**src/rtl/ab_seq_arbiter.sv**
```systemverilog
// ab_seq_arbiter
//   Round-robin arbiter and sequencer that shares one a -> b/c handshake
//   channel among NREQ requesters. Each grant produces:
//     - a one-cycle pulse on a;
//     - b and c together, dly cycles later, where dly is MIN_DLY or MAX_DLY
//       as chosen by dly_sel;
//     - a one-cycle pulse on ended_sig in the following cycle.
//   Only one sequence is in flight at a time. The requester that was just
//   served has the lowest priority at the next arbitration.
// Ports
//   clk        clock; all state changes on the rising edge
//   rst_n      asynchronous active-low reset
//   req        per-requester request; held high until that requester's ended_sig
//   dly_sel    per-requester delay select (0: MIN_DLY, 1: MAX_DLY)
//   gnt        one-hot grant, held from the a cycle through the ended_sig cycle
//   a          sequence start pulse
//   b, c       response and consequent, both high only in the b cycle
//   ended_sig  end-of-sequence pulse, one cycle after b
//   busy       high whenever the FSM is not idle
//   done_cnt   count of completed sequences; saturates at all-ones
module ab_seq_arbiter #(
  parameter int NREQ    = 4,
  parameter int MIN_DLY = 2,
  parameter int MAX_DLY = 3,
  parameter int CNT_W   = 8
) (
  input  logic             clk,
  input  logic             rst_n,
  input  logic [NREQ-1:0]  req,
  input  logic [NREQ-1:0]  dly_sel,
  output logic [NREQ-1:0]  gnt,
  output logic             a,
  output logic             b,
  output logic             c,
  output logic             ended_sig,
  output logic             busy,
  output logic [CNT_W-1:0] done_cnt
);

  localparam int IDX_W  = (NREQ > 1) ? $clog2(NREQ) : 1;
  localparam int WCNT_W = (MAX_DLY >= 1) ? $clog2(MAX_DLY + 1) : 1;

  localparam logic [IDX_W:0]    NREQ_L    = (IDX_W + 1)'(NREQ);
  localparam logic [IDX_W-1:0]  LAST_IDX  = IDX_W'(NREQ - 1);
  localparam logic [WCNT_W-1:0] MIN_DLY_L = WCNT_W'(MIN_DLY);
  localparam logic [WCNT_W-1:0] MAX_DLY_L = WCNT_W'(MAX_DLY);
  localparam logic [CNT_W-1:0]  CNT_MAX   = {CNT_W{1'b1}};

  // Reject parameter sets the sequencing cannot honour.
  if (NREQ < 2) begin : g_err_nreq
    $error("ab_seq_arbiter: NREQ must be >= 2");
  end
  if (MIN_DLY < 1) begin : g_err_min_dly
    $error("ab_seq_arbiter: MIN_DLY must be >= 1");
  end
  if (MAX_DLY < MIN_DLY) begin : g_err_max_dly
    $error("ab_seq_arbiter: MAX_DLY must be >= MIN_DLY");
  end

  typedef enum logic [2:0] {
    IDLE     = 3'd0,
    ISSUE_A  = 3'd1,
    WAIT     = 3'd2,
    ISSUE_BC = 3'd3,
    DONE     = 3'd4
  } state_t;

  state_t            state_r;
  logic [IDX_W-1:0]  idx_r;
  logic [IDX_W-1:0]  rr_ptr_r;
  logic [WCNT_W-1:0] dly_r;
  logic [WCNT_W-1:0] wcnt_r;

  logic              arb_hit_s;
  logic [IDX_W-1:0]  arb_idx_s;
  logic [WCNT_W-1:0] arb_dly_s;
  logic [IDX_W:0]    cand_s;
  logic [IDX_W-1:0]  nxt_ptr_s;

  function automatic logic [NREQ-1:0] onehot(input logic [IDX_W-1:0] idx);
    logic [NREQ-1:0] v;
    v      = {NREQ{1'b0}};
    v[idx] = 1'b1;
    return v;
  endfunction

  // Round-robin search: first requester at or above rr_ptr_r, wrapping around.
  always_comb begin
    arb_hit_s = 1'b0;
    arb_idx_s = {IDX_W{1'b0}};
    cand_s    = {(IDX_W + 1){1'b0}};
    for (int i = 0; i < NREQ; i++) begin
      cand_s = {1'b0, rr_ptr_r} + (IDX_W + 1)'(i);
      if (cand_s >= NREQ_L) begin
        cand_s = cand_s - NREQ_L;
      end else begin
        cand_s = cand_s;
      end
      if (!arb_hit_s && req[cand_s[IDX_W-1:0]]) begin
        arb_hit_s = 1'b1;
        arb_idx_s = cand_s[IDX_W-1:0];
      end else begin
        arb_hit_s = arb_hit_s;
        arb_idx_s = arb_idx_s;
      end
    end
    if (dly_sel[arb_idx_s]) begin
      arb_dly_s = MAX_DLY_L;
    end else begin
      arb_dly_s = MIN_DLY_L;
    end
  end

  // Pointer past the requester being served, so that it ranks last next time.
  always_comb begin
    if (idx_r == LAST_IDX) begin
      nxt_ptr_s = {IDX_W{1'b0}};
    end else begin
      nxt_ptr_s = idx_r + IDX_W'(1);
    end
  end

  // Sequencer FSM. The outputs are registered alongside the next state, so
  // each output is already valid in the cycle its state becomes current.
  always_ff @(posedge clk or negedge rst_n) begin
    if (!rst_n) begin
      state_r   <= IDLE;
      idx_r     <= {IDX_W{1'b0}};
      rr_ptr_r  <= {IDX_W{1'b0}};
      dly_r     <= {WCNT_W{1'b0}};
      wcnt_r    <= {WCNT_W{1'b0}};
      gnt       <= {NREQ{1'b0}};
      a         <= 1'b0;
      b         <= 1'b0;
      c         <= 1'b0;
      ended_sig <= 1'b0;
      busy      <= 1'b0;
      done_cnt  <= {CNT_W{1'b0}};
    end else begin
      case (state_r)
        IDLE, DONE: begin
          b         <= 1'b0;
          c         <= 1'b0;
          ended_sig <= 1'b0;
          if (arb_hit_s) begin
            state_r <= ISSUE_A;
            idx_r   <= arb_idx_s;
            dly_r   <= arb_dly_s;
            wcnt_r  <= WCNT_W'(1);
            gnt     <= onehot(arb_idx_s);
            a       <= 1'b1;
            busy    <= 1'b1;
          end else begin
            state_r <= IDLE;
            wcnt_r  <= {WCNT_W{1'b0}};
            gnt     <= {NREQ{1'b0}};
            a       <= 1'b0;
            busy    <= 1'b0;
          end
        end
        ISSUE_A, WAIT: begin
          // wcnt_r counts cycles since a; b must land exactly dly cycles after a.
          a <= 1'b0;
          if (wcnt_r == dly_r) begin
            state_r <= ISSUE_BC;
            b       <= 1'b1;
            c       <= 1'b1;
          end else begin
            state_r <= WAIT;
            wcnt_r  <= wcnt_r + WCNT_W'(1);
          end
        end
        ISSUE_BC: begin
          state_r   <= DONE;
          b         <= 1'b0;
          c         <= 1'b0;
          ended_sig <= 1'b1;
          wcnt_r    <= {WCNT_W{1'b0}};
          rr_ptr_r  <= nxt_ptr_s;
          if (done_cnt != CNT_MAX) begin
            done_cnt <= done_cnt + CNT_W'(1);
          end else begin
            done_cnt <= done_cnt;
          end
        end
        default: begin
          state_r   <= IDLE;
          wcnt_r    <= {WCNT_W{1'b0}};
          gnt       <= {NREQ{1'b0}};
          a         <= 1'b0;
          b         <= 1'b0;
          c         <= 1'b0;
          ended_sig <= 1'b0;
          busy      <= 1'b0;
        end
      endcase
    end
  end

endmodule
```
**config.mk**
```make
export PLATFORM = sky130hd
export DESIGN_NAME = ab_seq_arbiter
export DESIGN_NICKNAME = d
export VERILOG_FILES = /design/src/rtl/ab_seq_arbiter.sv
export SDC_FILE = /design/constraint.sdc
export NUM_CORES = 1
export LEC_CHECK = 0
export ABC_AREA = 1
export CAP_MARGIN = 10
export CORE_UTILIZATION = 55
export DETAILED_ROUTE_END_ITERATION = 10
export MAX_ROUTING_LAYER = met4
export PLACE_DENSITY = 0.84
export SLEW_MARGIN = 20
export SYNTH_ARGS = -nofsm -noshare
export SYNTH_HDL_FRONTEND = slang
export SYNTH_SLANG_ARGS = --single-unit
```
**constraint.sdc**
```tcl
create_clock -name clk -period 2.7 [get_ports clk]
set_clock_uncertainty 0.05 [all_clocks]
set_input_delay 0.27 -clock clk [delete_from_list [all_inputs] [get_ports clk]]
set_output_delay 0.27 -clock clk [all_outputs]
set_load 0.01 [all_outputs]
```
==> results of run 1 <==
[power by group through the flow]
stage | Clock [mW] | Sequential, mW | Combinational, mW
floorplan | 0 | 0.707 | 0.812
global placement | 0 | 0.703 | 1.11
detailed placement | 0 | 0.709 | 1.16
CTS | 0.179 | 0.702 | 1.16
global route | 0.191 | 0.725 | 1.31
finish | 0.168 | 0.706 | 1.16
[worst reg2reg max path, stage by stage (launching register included)]
cell	delay, ns
dfrtp_1	0.59
inv_2	0.15
nand2_1	0.10
nand2_1	0.09
nand2_1	0.08
nand2_1	0.10
nor2_4	0.14
nand3_2	0.09
nand2_2	0.09
nand2_2	0.09
nand2_1	0.06
nand2_1	0.05
nand2_1	0.05
nand2_1	0.05
nand2_1	0.06
nand2_1	0.06
[routing by layer]
metal	share of wire [%]	vias to the layer above	track usage, %
li1	-	610	-
met1	46	548	29.03
met2	49	34	41.14
met3	3.1	4	2.011
met4	0.90	0	6.579
met5	0	-	-
[cell type report]
| class | instances | area share, % |
|---|---|---|
| Timing Repair Buffer | 27 | 15.36 |
| Inverter | 17 | 3.661 |
| Tap cell | 30 | 2.154 |
| Multi-Input combinational cell | 128 | 38.33 |
| Clock inverter | 1 | 0.4307 |
| Clock buffer | 3 | 1.292 |
| Sequential cell | 27 | 38.77 |
[flip-flops by register name, summed over array words and instances (netlist names)]
signal     flops
dly_r          2
rr_ptr_r       2
state_r        3
c              1
ended_sig      1
done_cnt       8
busy           1
a              1
wcnt_r         2
gnt            4
idx_r          2
[cells in the final DEF, fill, tap and decap left out, types with 3 or more instances in the layout]
cell,instances
nor2_1,7
dfrtp_1,27
xor2_1,6
nand3_1,12
clkbuf_4,3
o21ai_0,4
inv_2,4
clkdlybuf4s50_1,26
inv_1,13
a21oi_1,4
nand2_2,6
o21ai_1,3
nand2_1,64
[cells by family after synthesis]
kind of cell	after synthesis	share of synthesized area [%]
compound gates	15	6.491
flops	27	47.37
simple gates	103	33.68
buf+inv	19	5.790
fa+ha+maj	2	1.754
xor+xnor	8	4.912
[final timing paths]
| path | startpoint | end | slack (ns) | cells past startpoint |
|---|---|---|---|---|
| min reg2reg | ended_sig$_DFFE_PN0P_ | ended_sig$_DFFE_PN0P_ | 0.46 | 2 |
| min | rst_n | gnt[0]$_DFFE_PN0N_ | 0.26 | 2 |
| max | rr_ptr_r[0]$_DFFE_PN0P_ | dly_r[0]$_DFFE_PN0P_ | 0.73 | 15 |
| min in group clk | ended_sig$_DFFE_PN0P_ | ended_sig$_DFFE_PN0P_ | 0.46 | 2 |
| max in group asynchronous | rst_n | dly_r[1]$_DFFE_PN0P_ | 2.08 | 2 |
| max reg2reg | rr_ptr_r[0]$_DFFE_PN0P_ | dly_r[0]$_DFFE_PN0P_ | 0.73 | 15 |
==> qor.json, run 1 <==
{
  "synth-edff-count": {"value": 0},
  "power-per-cell-area": {"value": 1164, "unit": "mW/mm2"},
  "maxSlewHeadroom": {"value": 75.19, "unit": "%"},
  "mappedNetlistArea": {"value": 0.001426, "unit": "mm2"},
  "worst-path-buf-inv": {"value": 1},
  "max_cap_viol_count": {"value": 0},
  "seq_area_frac_synth": {"value": 47.37, "unit": "%"},
  "maxSlewViolCount": {"value": 0},
  "cts-buffers-inserted": {"value": 3},
  "post_route_drc_violation_count": {"value": 0},
  "synthToLayoutAreaGrowth": {"value": 22.19, "unit": "%"},
  "timing_worst_slew_pin_value": {"value": 0.3721, "unit": "ns"},
  "synth_top_area_cell": {"value": "dfrtp_1"},
  "crit_chain": {"value": "inv_2 > nand2_1 > nand2_1 > nand2_1 > nand2_1 > nor2_4 > nand3_2 > nand2_2 > nand2_2 > nand2_1 > nand2_1 > nand2_1 > nand2_1 > nand2_1 > nand2_1"},
  "post_synth_top_area_share": {"value": 47.37, "unit": "%"},
  "via_per_inst": {"value": 5.133},
  "synth_area_per_cell": {"value": 8.198, "unit": "um2"},
  "p_sw": {"value": 0.9573, "unit": "mW"},
  "worst_hold_slack": {"value": 0.2552, "unit": "ns"},
  "max_freq": {"value": 0.5086, "unit": "GHz"},
  "gr-usage-all-layers": {"value": 23.48, "unit": "%"},
  "clkLatencyLatePin": {"value": 0.31, "unit": "ns"},
  "worst_hold_path_type": {"value": "in -> async"},
  "final.min_clock_period": {"value": 1.966, "unit": "ns"},
  "globalRoute.totalOverflow": {"value": 0},
  "finalHoldViolations": {"value": 0},
  "tritoncts": {"value": "done"},
  "vias_in_the_first_global_route": {"value": 1115},
  "largest_net_degree_at_the_start_of_global_routing": {"value": 28},
  "start_util": {"value": 58.10, "unit": "%"},
  "cts_num_sinks": {"value": 27},
  "die_w": {"value": 52.93, "unit": "um"},
  "critical_path.max_stage_delay": {"value": 0.59, "unit": "ns"},
  "netlist-cell-type-count": {"value": 29},
  "mappedNetlistNets": {"value": 186},
  "async_reset_ff_share": {"value": 100.0, "unit": "%"},
  "crit_family": {"value": "simple AND/OR/NAND/NOR gates"},
  "seq_area": {"value": 675.6, "unit": "um2"},
  "sequential_share_of_power": {"value": 34.8, "unit": "%"},
  "endpoint_kind": {"value": "flip-flop"},
  "finalInstanceArea": {"value": 0.001743, "unit": "mm2"},
  "rsz0062_at_grt": {"value": "no"},
  "final.period_utilization": {"value": 72.83, "unit": "%"},
  "post_route_cells_drive_above_1_share": {"value": 12.81, "unit": "%"},
  "final_core_util": {"value": 71.00, "unit": "%"},
  "ys_top_cells_by_area": {"value": "dfrtp_1 47%, nand2_1 17%, nand3_1 4.2%, xor2_1 3.7%, inv_1 3.4%"},
  "grt_first_pass_wirelength": {"value": 4705, "unit": "um"},
  "place.port_buffers": {"value": 26},
  "ant_nets": {"value": 0},
  "total_power": {"value": 2.030, "unit": "mW"},
  "totalNegativeSetupSlack": {"value": 0, "unit": "ns"},
  "worst_setup_sp_type": {"value": "flip-flop"},
  "cp_data_required_time": {"value": 2.87, "unit": "ns"},
  "setup_viol": {"value": 0},
  "insertedDiodeCount": {"value": 0},
  "worst-path-max-fanout": {"value": 11},
  "cp_data_arrival_time": {"value": 2.14, "unit": "ns"},
  "num_rows": {"value": 18},
  "yosysWarningCount": {"value": 0},
  "sum_of_routed_wire_length_over_all_layers": {"value": 2766, "unit": "um"},
  "critical-path-slowest-cell": {"value": "dfrtp_1"},
  "yosys.cell_count.top_type": {"value": "nand2_1"},
  "combPwrFrac": {"value": 56.9, "unit": "%"},
  "area_of_the_multi_input_gates": {"value": 668.1, "unit": "um2"},
  "netlist_instances": {"value": 174},
  "layout.filler_cells": {"value": 190},
  "run_status": {"value": "completed"},
  "post_cts_hold_buffer_count": {"value": 0},
  "first_iter_violations": {"value": 27},
  "top_level_ports": {"value": 27},
  "placed_area": {"value": 0.001713, "unit": "mm2"},
  "max-clock-path-buffers": {"value": 2},
  "flip_flop_and_latch_count_after_synthesis": {"value": 27},
  "power_frac_clock": {"value": 8.3, "unit": "%"},
  "final_stage_net_count": {"value": 216},
  "clk_root_buffer_cell": {"value": "clkbuf_4"},
  "finalWorstSetupSlack": {"value": 0.7337, "unit": "ns"},
  "ys_top_cells_by_count": {"value": "64 x nand2_1, 27 x dfrtp_1, 13 x inv_1"},
  "hpwl": {"value": 2123, "unit": "um"},
  "power.static_leakage": {"value": 0.8581, "unit": "nW"},
  "routabilityCongestion": {"value": 0.9858},
  "drt-pass1-iter-count": {"value": 4},
  "die_span_in_y": {"value": 52.93, "unit": "um"},
  "die_area": {"value": 0.002801, "unit": "mm2"},
  "crit_top_cell": {"value": "nand2_1"},
  "cts.reportedPaths.clkPinSlew": {"value": 0.14, "unit": "ns"},
  "dp.cells": {"value": 229},
  "main_synth_ff_type": {"value": "dfrtp_1"},
  "detailroute.via_count": {"value": 1196},
  "setup.worst_path.class": {"value": "reg -> reg"},
  "antenna_found_initial": {"value": 0},
  "internal_power": {"value": 1.072, "unit": "mW"},
  "htree_num_levels": {"value": 1},
  "worst_supply_voltage_drop_on_vdd": {"value": 0.0006985, "unit": "V"},
  "post-place-ws": {"value": 0.7076, "unit": "ns"},
  "post_dr_wirelength_cell": {"value": 11.87, "unit": "um"},
  "power.share.switching": {"value": 47.17, "unit": "%"},
  "postCtsSetupRepairBufs": {"value": 0},
  "layout.cells.non_filler": {"value": 233},
  "postCtsResizedCells": {"value": 0},
  "placeableCoreArea": {"value": 0.002455, "unit": "mm2"}
}
No activity file was read; power rests on OpenSTA's default activity.
==> run 2: changes to the inputs <==
--- a/config.mk
+++ b/config.mk
@@ -7,10 +7,10 @@
 export LEC_CHECK = 0
 export ABC_AREA = 1
 export CAP_MARGIN = 10
-export CORE_UTILIZATION = 55
+export CORE_UTILIZATION = 51
 export DETAILED_ROUTE_END_ITERATION = 10
 export MAX_ROUTING_LAYER = met4
-export PLACE_DENSITY = 0.84
+export PLACE_DENSITY = 0.78
 export SLEW_MARGIN = 20
 export SYNTH_ARGS = -nofsm -noshare
 export SYNTH_HDL_FRONTEND = slang
==> constraint.sdc (replaced) <==
create_clock -name clk -period 1.9 [get_ports clk]
set_clock_uncertainty 0.05 [all_clocks]
set_input_delay 0.19 -clock clk [delete_from_list [all_inputs] [get_ports clk]]
set_output_delay 0.19 -clock clk [all_outputs]
set_load 0.01 [all_outputs]
==> qor.json, run 2 (same netlist as run 1, synthesis figures left out) <==
{
  "final.period_utilization": {"value": 94.66, "unit": "%", "change": "+22 points"},
  "detailroute.via_count": {"value": 1233, "change": "+3.1%"},
  "cts_num_sinks": {"value": 27, "change": "unchanged"},
  "clkLatencyLatePin": {"value": 0.32, "unit": "ns", "change": "about the same"},
  "via_per_inst": {"value": 5.181, "change": "+0.93%"},
  "max_freq": {"value": 0.5560, "unit": "GHz", "change": "+9.3%"},
  "worst-path-max-fanout": {"value": 6, "change": "-5"},
  "post_route_drc_violation_count": {"value": 0, "change": "unchanged"},
  "area_of_the_multi_input_gates": {"value": 719.4, "unit": "um2", "change": "+7.7%"},
  "layout.cells.non_filler": {"value": 238, "change": "+2.1%"},
  "post_route_cells_drive_above_1_share": {"value": 21.63, "unit": "%", "change": "+8.8 points"},
  "mostFrequentLayoutCell": {"value": "nand2_1"},
  "die_area": {"value": 0.003012, "unit": "mm2", "change": "+7.5%"},
  "timing.rr.start": {"value": "rr_ptr_r[0]$_DFFE_PN0P_"},
  "placeableCoreArea": {"value": 0.002567, "unit": "mm2", "change": "+4.6%"},
  "ant_nets": {"value": 0, "change": "unchanged"},
  "antenna_found_initial": {"value": 0, "change": "unchanged"},
  "layout.filler_cells": {"value": 212, "change": "+12%"},
  "worst_hold_slack": {"value": 0.1680, "unit": "ns", "change": "-0.08715 ns"},
  "globalRoute.totalOverflow": {"value": 0, "change": "unchanged"},
  "largest_net_degree_at_the_start_of_global_routing": {"value": 28, "change": "unchanged"},
  "clk_root_buffer_cell": {"value": "clkbuf_4"},
  "top_level_ports": {"value": 27, "change": "unchanged"},
  "run_status": {"value": "completed"},
  "power.static_leakage": {"value": 0.8906, "unit": "nW", "change": "+3.8%"},
  "cp_data_required_time": {"value": 2.07, "unit": "ns", "change": "-0.80 ns"},
  "cts.reportedPaths.clkPinSlew": {"value": 0.15, "unit": "ns", "change": "about the same"},
  "seq_area": {"value": 678.2, "unit": "um2", "change": "+0.37%"},
  "first_iter_violations": {"value": 30, "change": "+11%"},
  "timing_worst_slew_pin_value": {"value": 0.3587, "unit": "ns", "change": "-0.01336 ns"},
  "worst_supply_voltage_drop_on_vdd": {"value": 0.001133, "unit": "V", "change": "+62%"},
  "max_flop_register": {"value": "done_cnt"},
  "worst_setup_sp_type": {"value": "flip-flop"},
  "maxSlewHeadroom": {"value": 76.00, "unit": "%", "change": "+0.80 points"},
  "drt-pass1-iter-count": {"value": 4, "change": "unchanged"},
  "maxSlewViolCount": {"value": 0, "change": "unchanged"},
  "synthToLayoutAreaGrowth": {"value": 29.30, "unit": "%"},
  "r2r.worst_path.cells": {"value": 15, "change": "unchanged"},
  "power-per-cell-area": {"value": 1716, "unit": "mW/mm2", "change": "+47%"},
  "post_dr_wirelength_cell": {"value": 12.64, "unit": "um", "change": "+6.5%"},
  "max_cap_viol_count": {"value": 0, "change": "unchanged"},
  "htree_num_levels": {"value": 1, "change": "unchanged"},
  "vias_in_the_first_global_route": {"value": 1109, "change": "-0.54%"},
  "num_rows": {"value": 18, "change": "unchanged"},
  "hpwl": {"value": 2187, "unit": "um", "change": "+3.0%"},
  "die_w": {"value": 54.89, "unit": "um", "change": "+3.7%"},
  "max-clock-path-buffers": {"value": 2, "change": "unchanged"},
  "worstSetupStartpoint": {"value": "rr_ptr_r[0]$_DFFE_PN0P_"},
  "setup_viol": {"value": 0, "change": "unchanged"},
  "biggest_registers_after_layout": {"value": "done_cnt (8), gnt (4), state_r (3)"},
  "max_ffs_per_register": {"value": 8, "change": "unchanged"},
  "endpoint_kind": {"value": "flip-flop"},
  "insertedDiodeCount": {"value": 0, "change": "unchanged"},
  "finalHoldViolations": {"value": 0, "change": "unchanged"},
  "cp_data_arrival_time": {"value": 1.97, "unit": "ns", "change": "-0.17 ns"},
  "tritoncts": {"value": "done"},
  "setup.worst_path.class": {"value": "reg -> reg"},
  "sum_of_routed_wire_length_over_all_layers": {"value": 3009, "unit": "um", "change": "+8.8%"},
  "final.min_clock_period": {"value": 1.798, "unit": "ns", "change": "-0.1679 ns"},
  "final_core_util": {"value": 71.83, "unit": "%", "change": "+0.83 points"},
  "final_stage_net_count": {"value": 221, "change": "+2.3%"},
  "cts-buffers-inserted": {"value": 3, "change": "unchanged"},
  "worst_hold_path_type": {"value": "in -> async"},
  "place.port_buffers": {"value": 26, "change": "unchanged"},
  "start_util": {"value": 55.56, "unit": "%", "change": "-2.5 points"},
  "routabilityCongestion": {"value": 0.9299, "change": "-5.7%"},
  "gr-usage-all-layers": {"value": 22.45, "unit": "%", "change": "-1.0 points"},
  "highest_count_cells_in_the_layout_ignoring_fill_and_taps": {"value": "56 x nand2_1, 26 x clkdlybuf4s50_1, 25 x dfrtp_1"},
  "die_span_in_y": {"value": 54.89, "unit": "um", "change": "+3.7%"},
  "dp.cells": {"value": 230, "change": "+0.44%"},
  "grt_first_pass_wirelength": {"value": 4671, "unit": "um", "change": "-0.72%"}
}
[run 2: cell types whose count changed in the layout (fill, tap and decap cells not counted), moves of 2 or more]
cell / change
buf_4: +3
nand2_4: +2
nand2_1: -8
nand2_2: +6
dfrtp_2: +2
buf_6: +2
dfrtp_1: -2
[run 2: worst paths after layout]
check                                               end  slack (ns)
min in group clk                  wcnt_r[1]$_DFFE_PN0P_        0.44
worst min-delay path                 gnt[3]$_DFFE_PN0N_        0.17
max in group asynchronous       rr_ptr_r[0]$_DFFE_PN0P_        1.36
worst max register to register     dly_r[0]$_DFFE_PN0P_        0.10
worst max-delay path               dly_r[0]$_DFFE_PN0P_        0.10
worst min register to register    wcnt_r[1]$_DFFE_PN0P_        0.44
[run 2: cell type report]
cell class / instances / area share [%]
clock inverter: 1 / 0.4071
timing repair buffer: 32 / 16.96
tap: 30 / 2.035
clock buffer: 3 / 1.221
inverter: 17 / 3.596
multi-input combinational: 128 / 39.01
sequential: 27 / 36.77
[run 2: critical path: stages (launching register included)]
cell,delay [ns]
dfrtp_2,0.49
buf_6,0.14
nand2_2,0.08
nand2_4,0.07
nand2_2,0.06
nand2_2,0.06
nor2_4,0.14
nand3_2,0.08
nand2_2,0.11
nand2_4,0.07
nand2_1,0.06
nand2_1,0.05
nand2_1,0.06
nand2_1,0.06
nand2_1,0.06
nand2_1,0.05
[run 2: metrics by stage]
| step | TNS [ns] | power (mW) | setup slack [ns] | area (um2) |
|---|---|---|---|---|
| final | 0 | 3.165 | 0.1015 | 1844 |
| after global routing | -0.02126 | 3.449 | -0.02126 | 1844 |
| after CTS | 0 | 2.917 | 0.05664 | 1752 |
| after detailed placement | -0.008721 | 2.662 | -0.008721 | 1720 |
| after global placement | 0 | 2.593 | 0.09048 | 1720 |
| after floorplan | 0 | 2.158 | 0.2823 | 1426 |
[run 2: layer usage]
layer | routed length (um) | share of wire (%) | track usage [%]
met4 | 29 | 0.96 | 5.556
met1 | 1381 | 46 | 27.35
met5 | 0 | 0 | -
met2 | 1471 | 49 | 37.95
met3 | 126 | 4.2 | 4.167
[run 2: what timing repair did]
item,CTS,global route
hold buffers,0,0
cloned,0,0
endpoints found under the hold margin,0,0
setup buffers,0,4
setup endpoints to repair,1,6
resized for setup,1,19
pin swaps,0,7
[run 2: power breakdown]
part	switching (mW)	internal (mW)
Clock	0.166	0.0802
Combinational	1.12	0.798
Sequential	0.199	0.798
